File: config.mk
export PLATFORM = sky130hd
export DESIGN_NAME = frame_scheduler
export DESIGN_NICKNAME = d
export VERILOG_FILES = /design/src/rtl/mazecaster_pkg.sv /design/src/rtl/fb_write_port.sv /design/src/rtl/frame_scheduler.sv
export SDC_FILE = /design/constraint.sdc
export NUM_CORES = 1
export LEC_CHECK = 0
export BUFFER_PORTS_ARGS = -buffer_cell sky130_fd_sc_hd__buf_2
export CAP_MARGIN = 15
export CORE_MARGIN = 2
export CORE_UTILIZATION = 47
export DETAILED_ROUTE_END_ITERATION = 10
export PLACE_DENSITY = 0.73
export SLEW_MARGIN = 25
export SYNTH_ARGS = -nofsm -noshare
export SYNTH_HDL_FRONTEND = slang
export SYNTH_SLANG_ARGS = --single-unit
File: constraint.sdc
create_clock -name pixel_clk_in -period 3.4 [get_ports pixel_clk_in]
set_input_delay 0.68 -clock pixel_clk_in [delete_from_list [all_inputs] [get_ports pixel_clk_in]]
set_output_delay 0.68 -clock pixel_clk_in [all_outputs]
set_load 0.01 [all_outputs]
File: src/rtl/mazecaster_pkg.sv
// Shared types and screen geometry for the ray-cast render path.
package mazecaster_pkg;

    localparam int SCREEN_WIDTH  = 320;
    localparam int SCREEN_HEIGHT = 180;
    localparam int FB_DEPTH      = SCREEN_WIDTH * SCREEN_HEIGHT;

    typedef enum logic [1:0] {
        ST_IDLE   = 2'd0,
        ST_START  = 2'd1,
        ST_RENDER = 2'd2,
        ST_READY  = 2'd3
    } t_sched_state;

endpackage

File: src/rtl/fb_write_port.sv
// Registered frame buffer write port: range check, bank offset and write strobe.
module fb_write_port
    import mazecaster_pkg::*;
#(
    parameter int PIXEL_WIDTH = 16,
    parameter int DEPTH       = FB_DEPTH,
    parameter int ADDR_WIDTH  = 17
) (
    input  logic                   pixel_clk_in,
    input  logic                   rst_n_in,
    input  logic                   active,
    input  logic                   bank,
    input  logic                   valid,
    input  logic [15:0]            address,
    input  logic [PIXEL_WIDTH-1:0] pixel,
    output logic                   wr_en,
    output logic [ADDR_WIDTH-1:0]  wr_addr,
    output logic [PIXEL_WIDTH-1:0] wr_data
);

    localparam logic [ADDR_WIDTH-1:0] DEPTH_A = ADDR_WIDTH'(DEPTH);

    logic [ADDR_WIDTH-1:0] addr_ext;
    logic [ADDR_WIDTH-1:0] bank_offset;

    assign addr_ext    = {{(ADDR_WIDTH-16){1'b0}}, address};
    assign bank_offset = bank ? DEPTH_A : '0;

    // Address and data track the stream throughout a sweep; only the strobe is qualified.
    always_ff @(posedge pixel_clk_in) begin
        if (!rst_n_in) begin
            wr_en   <= 1'b0;
            wr_addr <= '0;
            wr_data <= '0;
        end else if (active) begin
            wr_en   <= valid && (addr_ext < DEPTH_A);
            wr_addr <= addr_ext + bank_offset;
            wr_data <= pixel;
        end else begin
            wr_en   <= 1'b0;
        end
    end

endmodule

File: src/rtl/frame_scheduler.sv
// Frame-level sequencer: launches DDA sweeps on frame sync, forwards pixels into the
// render bank and swaps banks only at frame sync.
//
//  state  | meaning
//  IDLE   | no sweep in flight; waits for sync with enable
//  START  | one-cycle sweep launch pulse; watchdog loaded
//  RENDER | pixels written to render bank; watchdog running
//  READY  | sweep complete; waits for sync to swap banks
module frame_scheduler
    import mazecaster_pkg::*;
#(
    parameter int PIXEL_WIDTH     = 16,
    parameter int FB_DEPTH        = mazecaster_pkg::FB_DEPTH,
    parameter int ADDR_WIDTH      = 17,
    parameter int WATCHDOG_CYCLES = 1048576
) (
    input  logic                   pixel_clk_in,
    input  logic                   rst_n_in,
    input  logic                   enable_in,
    input  logic                   frame_sync_in,
    output logic                   sweep_start_out,
    input  logic                   ray_valid_in,
    input  logic [15:0]            ray_address_in,
    input  logic [PIXEL_WIDTH-1:0] ray_pixel_in,
    input  logic                   ray_last_pixel_in,
    output logic                   fb_wr_en_out,
    output logic [ADDR_WIDTH-1:0]  fb_wr_addr_out,
    output logic [PIXEL_WIDTH-1:0] fb_wr_data_out,
    output logic                   render_bank_out,
    output logic                   display_bank_out,
    output logic [15:0]            frame_count_out,
    output logic [7:0]             drop_count_out,
    output logic                   timeout_out
);

    localparam int WD_W = (WATCHDOG_CYCLES > 1) ? $clog2(WATCHDOG_CYCLES) : 1;
    localparam logic [WD_W-1:0] WD_LOAD = WD_W'(WATCHDOG_CYCLES - 1);

    t_sched_state state, next_state;

    logic [WD_W-1:0] wd_count;
    logic            render_bank;
    logic            display_bank;
    logic [15:0]     frame_count;
    logic [7:0]      drop_count;
    logic            timeout;

    logic            last_pixel;
    logic            wd_expire;
    logic            swap;
    logic [1:0]      drop_inc;
    logic [8:0]      drop_sum;

    assign last_pixel = ray_valid_in && ray_last_pixel_in;
    // A last pixel arriving on the terminal watchdog cycle still completes the frame.
    assign wd_expire  = (state == ST_RENDER) && (wd_count == '0) && !last_pixel;
    assign swap       = (state == ST_READY) && frame_sync_in;
    assign drop_sum   = {1'b0, drop_count} + {7'b0, drop_inc};

    always_comb begin
        next_state = state;
        drop_inc   = 2'd0;
        case (state)
            ST_IDLE: begin
                if (frame_sync_in && enable_in) next_state = ST_START;
            end
            ST_START: begin
                next_state = ST_RENDER;
            end
            ST_RENDER: begin
                drop_inc = {1'b0, frame_sync_in} + {1'b0, wd_expire};
                if (last_pixel)     next_state = ST_READY;
                else if (wd_expire) next_state = ST_IDLE;
            end
            ST_READY: begin
                if (frame_sync_in) next_state = enable_in ? ST_START : ST_IDLE;
            end
            default: next_state = ST_IDLE;
        endcase
    end

    always_ff @(posedge pixel_clk_in) begin
        if (!rst_n_in) begin
            state        <= ST_IDLE;
            wd_count     <= '0;
            render_bank  <= 1'b0;
            display_bank <= 1'b1;
            frame_count  <= '0;
            drop_count   <= '0;
            timeout      <= 1'b0;
        end else begin
            state <= next_state;
            if (state == ST_START) begin
                wd_count <= WD_LOAD;
            end else if (state == ST_RENDER && wd_count != '0) begin
                wd_count <= wd_count - 1'b1;
            end
            if (swap) begin
                render_bank  <= ~render_bank;
                display_bank <= ~display_bank;
                frame_count  <= frame_count + 16'd1;
            end
            drop_count <= (drop_sum > 9'd255) ? 8'hFF : drop_sum[7:0];
            if (wd_expire) timeout <= 1'b1;
        end
    end

    fb_write_port #(
        .PIXEL_WIDTH (PIXEL_WIDTH),
        .DEPTH       (FB_DEPTH),
        .ADDR_WIDTH  (ADDR_WIDTH)
    ) u_fb_write_port (
        .pixel_clk_in (pixel_clk_in),
        .rst_n_in     (rst_n_in),
        .active       (state == ST_RENDER),
        .bank         (render_bank),
        .valid        (ray_valid_in),
        .address      (ray_address_in),
        .pixel        (ray_pixel_in),
        .wr_en        (fb_wr_en_out),
        .wr_addr      (fb_wr_addr_out),
        .wr_data      (fb_wr_data_out)
    );

    assign sweep_start_out  = (state == ST_START);
    assign render_bank_out  = render_bank;
    assign display_bank_out = display_bank;
    assign frame_count_out  = frame_count;
    assign drop_count_out   = drop_count;
    assign timeout_out      = timeout;

endmodule

==> results.tsv, run 1 <==
metric	value	unit
Worst Hold Class	flip-flop to flip-flop	
Max Freq	315	MHz
most used cell, CP	and3_1	
Synth Flop Type	dfxtp_1	
Netlist Area Pre-Place	0.00373	sq mm
Synth Net Count	489	
fraction of layout cells with a size suffix above 1	25.4	%
CP Cell Sequence	nor3_1 > nand4_2 > nor4b_2 > ha_1 > and2_1 > ha_1 > fa_1 > and3_1 > and3_1 > and3_1 > o21a_1	
die span in y	93.1	um
first-pass GRT wire length	14600	um
Hold Slack	0.455	ns
GRT Total Usage	20.6	%
Clk Latency, worst-skew pair	0.35	ns
mean post-synth cell area	8.51	sq um
initial antenna violation count	0	
Post-Route WL	8690	um
Slew HR	47.2	%
Worst Setup Start Kind	flip-flop	
Peak VDD IR	0.318	mV
Horiz. Die Dim	93.1	um
area delta synth->final	23.9	%
Arrival @ worst endpoint	3.42	ns
CP peak stage delay	0.42	ns
clk_skew	0.00960	ns
# IOs	100	
Max Cap Viol	0	
Antenna diodes	0	
Initial DRC Count	141	
Lkg Pwr	0.00195	uW
CTS root buffer	clkbuf_8	
Seq cells post-synth	83	
Worst-Margin Slew	0.791	ns
vias in the first global route	3268	
gpl congestion	0.784	
clock slew at reported path FFs	0.08	ns
placed wire-length estimate	6250	um
synthesized instance count	439	
CTS tree	yes	
ys async rst share	0	%
initial core utilization	48.3	%
crit path capture type	flip-flop	
Post-synth EDFFs	0	
sum of negative setup slack	0	ns
Num CTS Buffers	9	
number of distinct library cells after synthesis	49	
vias per inst	5.32	
PD cells	505	mW/mm^2
Max Buffers Root-to-Sink	2	
Cell Area, Placed	0.00434	sq mm
Cells after DPL	626	
Rows	32	
GRT overflow	0	
Final min period	3.17	ns
synth warn	0	
Pre-antenna DRT Iters	5	
Final Non-Filler Cells	641	
Core Util, Final	59.9	%
PortBufs	99	
TritonCTS sink count	83	
Final ANT Viol Nets	0	
period utilization	93.4	%
final number of setup-violating endpoints	0	
# nets final	585	
WS Path Type	flip-flop to flip-flop	
largest net degree at the start of global routing	49	
status	finished, final reports clean	
wire per inst	13.6	um
routed via count	3411	
Core Region	0.00773	sq mm
slowest CP cell	fa_1	
RSZ-0062 raised after global routing	no	
critical path required time	3.64	ns
CTS HTree Levels	3	
die area	0.00868	sq mm
fin area	0.00463	sq mm
Seq/Total Area, Yosys	44.5	%
Hold Vio Cnt, Final	0	
crit-path max FO	5	
Max Slew Vio Count	0	
remaining design rule violation count	0	
## cells in the final DEF, fill, tap and decap left out, types with 3 or more instances in the layout
| master | synthesis | final |
|---|---|---|
| a211oi_1 | 5 | 5 |
| a21oi_1 | 51 | 51 |
| and2_1 | 4 | 4 |
| and3_1 | 8 | 8 |
| and4_1 | 4 | 4 |
| buf_2 | 1 | 99 |
| buf_4 | 0 | 9 |
| bufinv_16 | 0 | 4 |
| clkbuf_8 | 0 | 10 |
| dfxtp_1 | 83 | 83 |
| ha_1 | 11 | 11 |
| inv_1 | 7 | 6 |
| nand2_1 | 69 | 69 |
| nand3_1 | 15 | 15 |
| nand4_1 | 9 | 9 |
| nor2_1 | 35 | 35 |
| nor3_1 | 12 | 11 |
| nor3_2 | 2 | 3 |
| nor4_1 | 7 | 6 |
| o21a_1 | 3 | 3 |
| o21ai_0 | 12 | 12 |
| or3_1 | 6 | 6 |
| xnor2_1 | 21 | 21 |
| xor2_1 | 18 | 18 |
## timing repair
item / CTS / global route
hold buffers: 0 / 0
setup buffers: 0 / 0
cloned: 0 / 0
resized for setup: 1 / 3
setup endpoints to repair: 2 / 7
## cell usage after synthesis, types with 5 or more instances
| library cell | count | share of area, % |
|---|---|---|
| nand3_1 | 15 | 2.0 |
| or3_1 | 6 | 1.0 |
| a21oi_1 | 51 | 6.8 |
| xor2_1 | 18 | 4.2 |
| and3_1 | 8 | 1.3 |
| clkbuf_1 | 19 | 1.9 |
| nor4_1 | 7 | 1.2 |
| nor3_1 | 12 | 1.6 |
| nor2_1 | 35 | 3.5 |
| ha_1 | 11 | 3.7 |
| o21ai_0 | 12 | 1.6 |
| a211oi_1 | 5 | 1.0 |
| dfxtp_1 | 83 | 44 |
| inv_1 | 7 | 0.70 |
| nand4_1 | 9 | 1.5 |
| nand2_1 | 69 | 6.9 |
| xnor2_1 | 21 | 4.9 |
## critical path: cells and delay by family, from the launching register on
kind            cells  cell delay [ns]
simple gates        7             1.65
fa+ha+maj           3             0.91
flops               1             0.36
compound gates      1             0.16
## power by group
group          leakage (uW)  internal [uW]  switching [uW]
clock network      0.000132            577             332
logic               0.00114            149             217
registers          0.000674           1020            41.6
## registers in the layout, summed over array words and instances (netlist names)
register / flops
u_fb_write_port.wr_en: 1
wd_count: 20
u_fb_write_port.wr_addr: 17
render_bank_out: 1
u_fb_write_port.wr_data: 16
timeout_out: 1
drop_count_out: 8
state: 2
frame_count_out: 16
display_bank_out: 1
## layer usage
layer  up-vias  GRT usage [%]  wire, um
met5         -              0         0
met4         0           7.11        93
met3         8           5.00       356
met2        55           35.6      4390
met1      1619           25.2      3850
li1       1729              -         -
## worst paths after layout
kind | cells after the start | to | slack [ns] | start
max | 11 | drop_count_out[0] | 0.23 | wd_count[8]
min | 2 | u_fb_write_port.wr_addr[3] | 0.45 | u_fb_write_port.wr_addr[3]
max reg2reg | 11 | drop_count_out[0] | 0.23 | wd_count[8]
min reg2reg | 2 | u_fb_write_port.wr_addr[3] | 0.45 | u_fb_write_port.wr_addr[3]
## cell families after synthesis
logic type	synth area share, %
AOI/OAI and AO/OA	13.5
adders and majority gates	4.22
and+or+nand+nor	25.3
muxes	0.268
DFF	44.5
buffers and inverters	3.05
xor gates and xnor gates	9.15
## final cells by class
cell class                      instances  area [sq um]
Timing Repair Buffer                  108           563
Tap cell                              102           128
Clock buffer                           10           138
Fill cell                             667          3100
Multi-Input combinational cell        326          1980
Sequential cell                        83          1660
Inverter                                7          26.3
Clock inverter                          5           125
## through the flow
step / power (uW) / worst slack (ns)
after global placement: 1430 / 0.0951
after global routing: 2440 / 0.0264
after CTS: 2350 / 0.111
after floorplan: 1320 / 0.267
after detailed placement: 1440 / 0.0233
final: 2340 / 0.225
(Power assumes the default switching activity.)
==> run 2: changes to the inputs <==
Settings changed: CORE_UTILIZATION 47 to 52, PLACE_DENSITY 0.73 to 0.77.
Clock period 3.4 ns to 2.98 ns, I/O delays scaled along.
==> results.tsv, run 2 (synthesis results as in run 1) <==
metric	value	unit	change
status	finished, final reports clean		
Slew HR	61.3	%	+14 points
initial core utilization	54.4	%	+6.0 points
Clk Latency, worst-skew pair	0.36	ns	about the same
Cells after DPL	630		+0.64%
CTS root buffer	clkbuf_8		
Antenna diodes	0		unchanged
crit-path max FO	4		-1
Crit path max-delay family	simple AND/OR/NAND/NOR gates		
Rows	30		-6.3%
first-pass GRT wire length	15200	um	+4.0%
period utilization	95.8	%	+2.4 points
CP peak stage delay	0.37	ns	-0.05 ns
# nets final	606		+3.6%
Pre-antenna DRT Iters	5		unchanged
wire per inst	13.8	um	+2.0%
Peak VDD IR	0.377	mV	+18%
Arrival @ worst endpoint	3.12	ns	-0.30 ns
Final min period	2.85	ns	-0.321 ns
Max Freq	350	MHz	+11%
Final ANT Viol Nets	0		unchanged
commonest non-fill, non-tap cells in the layout	buf_2 (99), dfxtp_1 (82), nand2_1 (68)		
fraction of layout cells with a size suffix above 1	30.5	%	+5.1 points
Largest regs	wd_count x20, u_fb_write_port.wr_addr x17		
Biggest register	wd_count		
Horiz. Die Dim	88.8	um	-4.7%
gpl congestion	0.775		-1.1%
Cell Int Power	1700	uW	-2.6%
Worst Hold Class	primary input to flip-flop		
commonest non-fill, non-tap cell in the layout	buf_2		
largest net degree at the start of global routing	40		-18%
initial antenna violation count	0		unchanged
routed via count	3539		+3.8%
Max Buffers Root-to-Sink	2		unchanged
critical path required time	3.25	ns	-0.39 ns
GRT overflow	0		unchanged
Largest register FFs	20		unchanged
Max Cap Viol	0		unchanged
clock network power share	31.9	%	-7.0 points
final number of setup-violating endpoints	0		unchanged
clock slew at reported path FFs	0.10	ns	+0.02 ns
Final Non-Filler Cells	657		+2.5%
die span in y	88.8	um	-4.7%
PortBufs	99		unchanged
Worst-Margin Slew	0.575	ns	-0.216 ns
placed wire-length estimate	6330	um	+1.3%
Post-Route WL	9090	um	+4.5%
CTS HTree Levels	3		unchanged
remaining design rule violation count	0		unchanged
die area	0.00788	sq mm	-9.2%
clk_skew	0.0163	ns	+0.00673 ns
crit path capture type	flip-flop		
Core Region	0.00687	sq mm	-11%
Initial DRC Count	159		+13%
Num CTS Buffers	9		unchanged
vias per inst	5.39		+1.2%
Core Util, Final	69.5	%	+9.7 points
Worst Setup Start Kind	flip-flop		
CTS tree	yes		
power share of the combinational group	19.2	%	+3.6 points
switching portion of total power	31.4	%	+6.1 points
WS Path Type	flip-flop to flip-flop		
Reg power frac	49.0	%	+3.5 points
PD cells	519	mW/mm^2	+2.7%
slowest CP cell	fa_2		
# IOs	100		unchanged
area delta synth->final	27.9	%	
CP Cell Sequence	inv_2 > ha_2 > nor3b_4 > nand2_2 > nor4b_4 > ha_1 > and2_1 > ha_2 > fa_2 > and3_4 > and3_4 > and3_1 > o21a_1		
vias in the first global route	3425		+4.8%
Max Slew Vio Count	0		unchanged
GRT Total Usage	24.3	%	+3.7 points
WP buf/inv	1		+1
P_sw	777	uW	+32%
Hold Vio Cnt, Final	0		unchanged
TritonCTS sink count	83		unchanged
Lkg Pwr	0.00203	uW	+4.6%
## run 2: worst register-to-register path: cells and delay by family (launching register included)
kind / cells / cell delay, ns
buffers and inverters: 1 / 0.06
AO/OA/AOI/OAI: 1 / 0.17
flip-flops: 1 / 0.35
AND/OR/NAND/NOR: 7 / 1.21
adder cells (fa/ha/maj): 4 / 0.99
## run 2: path summary, 6_finish.rpt
kind	startpoint	end	slack [ns]	cells past startpoint
worst max register to register	wd_count[1]	drop_count_out[1]	0.13	13
worst max-delay path	wd_count[1]	drop_count_out[1]	0.13	13
worst min register to register	u_fb_write_port.wr_data[15]	u_fb_write_port.wr_data[15]	0.46	2
worst min-delay path	ray_pixel_in[3]	u_fb_write_port.wr_data[3]	0.45	3
## run 2: layout make-up
class                           count  area [sq um]
Clock inverter                      7          70.1
Inverter                            7          26.3
Timing Repair Buffer              129           721
Clock buffer                        9           124
Fill cell                         538          2090
Sequential cell                    83          1660
Multi-Input combinational cell    326          2050
Tap cell                           96           120
## run 2: metrics by stage
stage                     setup slack, ns  area [sq um]  total power (uW)  hold WS (ns)  setup TNS [ns]
after floorplan                    0.0405          3770              1510         0.476               0
after global placement             0.0382          4440              1660         0.438               0
after detailed placement          -0.0391          4440              1670         0.443         -0.0659
after CTS                         0.00479          4720              2470         0.445               0
after global routing              -0.0428          4780              2600         0.439         -0.0798
final                               0.126          4780              2480         0.453               0
## run 2: repair_timing
action / in CTS / in global routing
setup buffers: 10 / 1
setup endpoints to repair: 2 / 7
hold buffers: 0 / 0
pin swaps: 3 / 4
resized for setup: 3 / 12
## run 2: metal layers
metal	vias up	track usage (%)	routed length, um
li1	1761	-	-
met1	1671	30.1	3890
met2	99	38.7	4470
met3	8	9.61	635
met4	0	7.99	91
met5	-	0	0
## run 2: power groups by stage
stage / logic, uW / registers (uW) / clock network [uW]
after floorplan: 270 / 1240 / 0
after global placement: 434 / 1230 / 0
after detailed placement: 443 / 1230 / 0
after CTS: 457 / 1210 / 805
after global routing: 522 / 1220 / 855
final: 475 / 1210 / 789
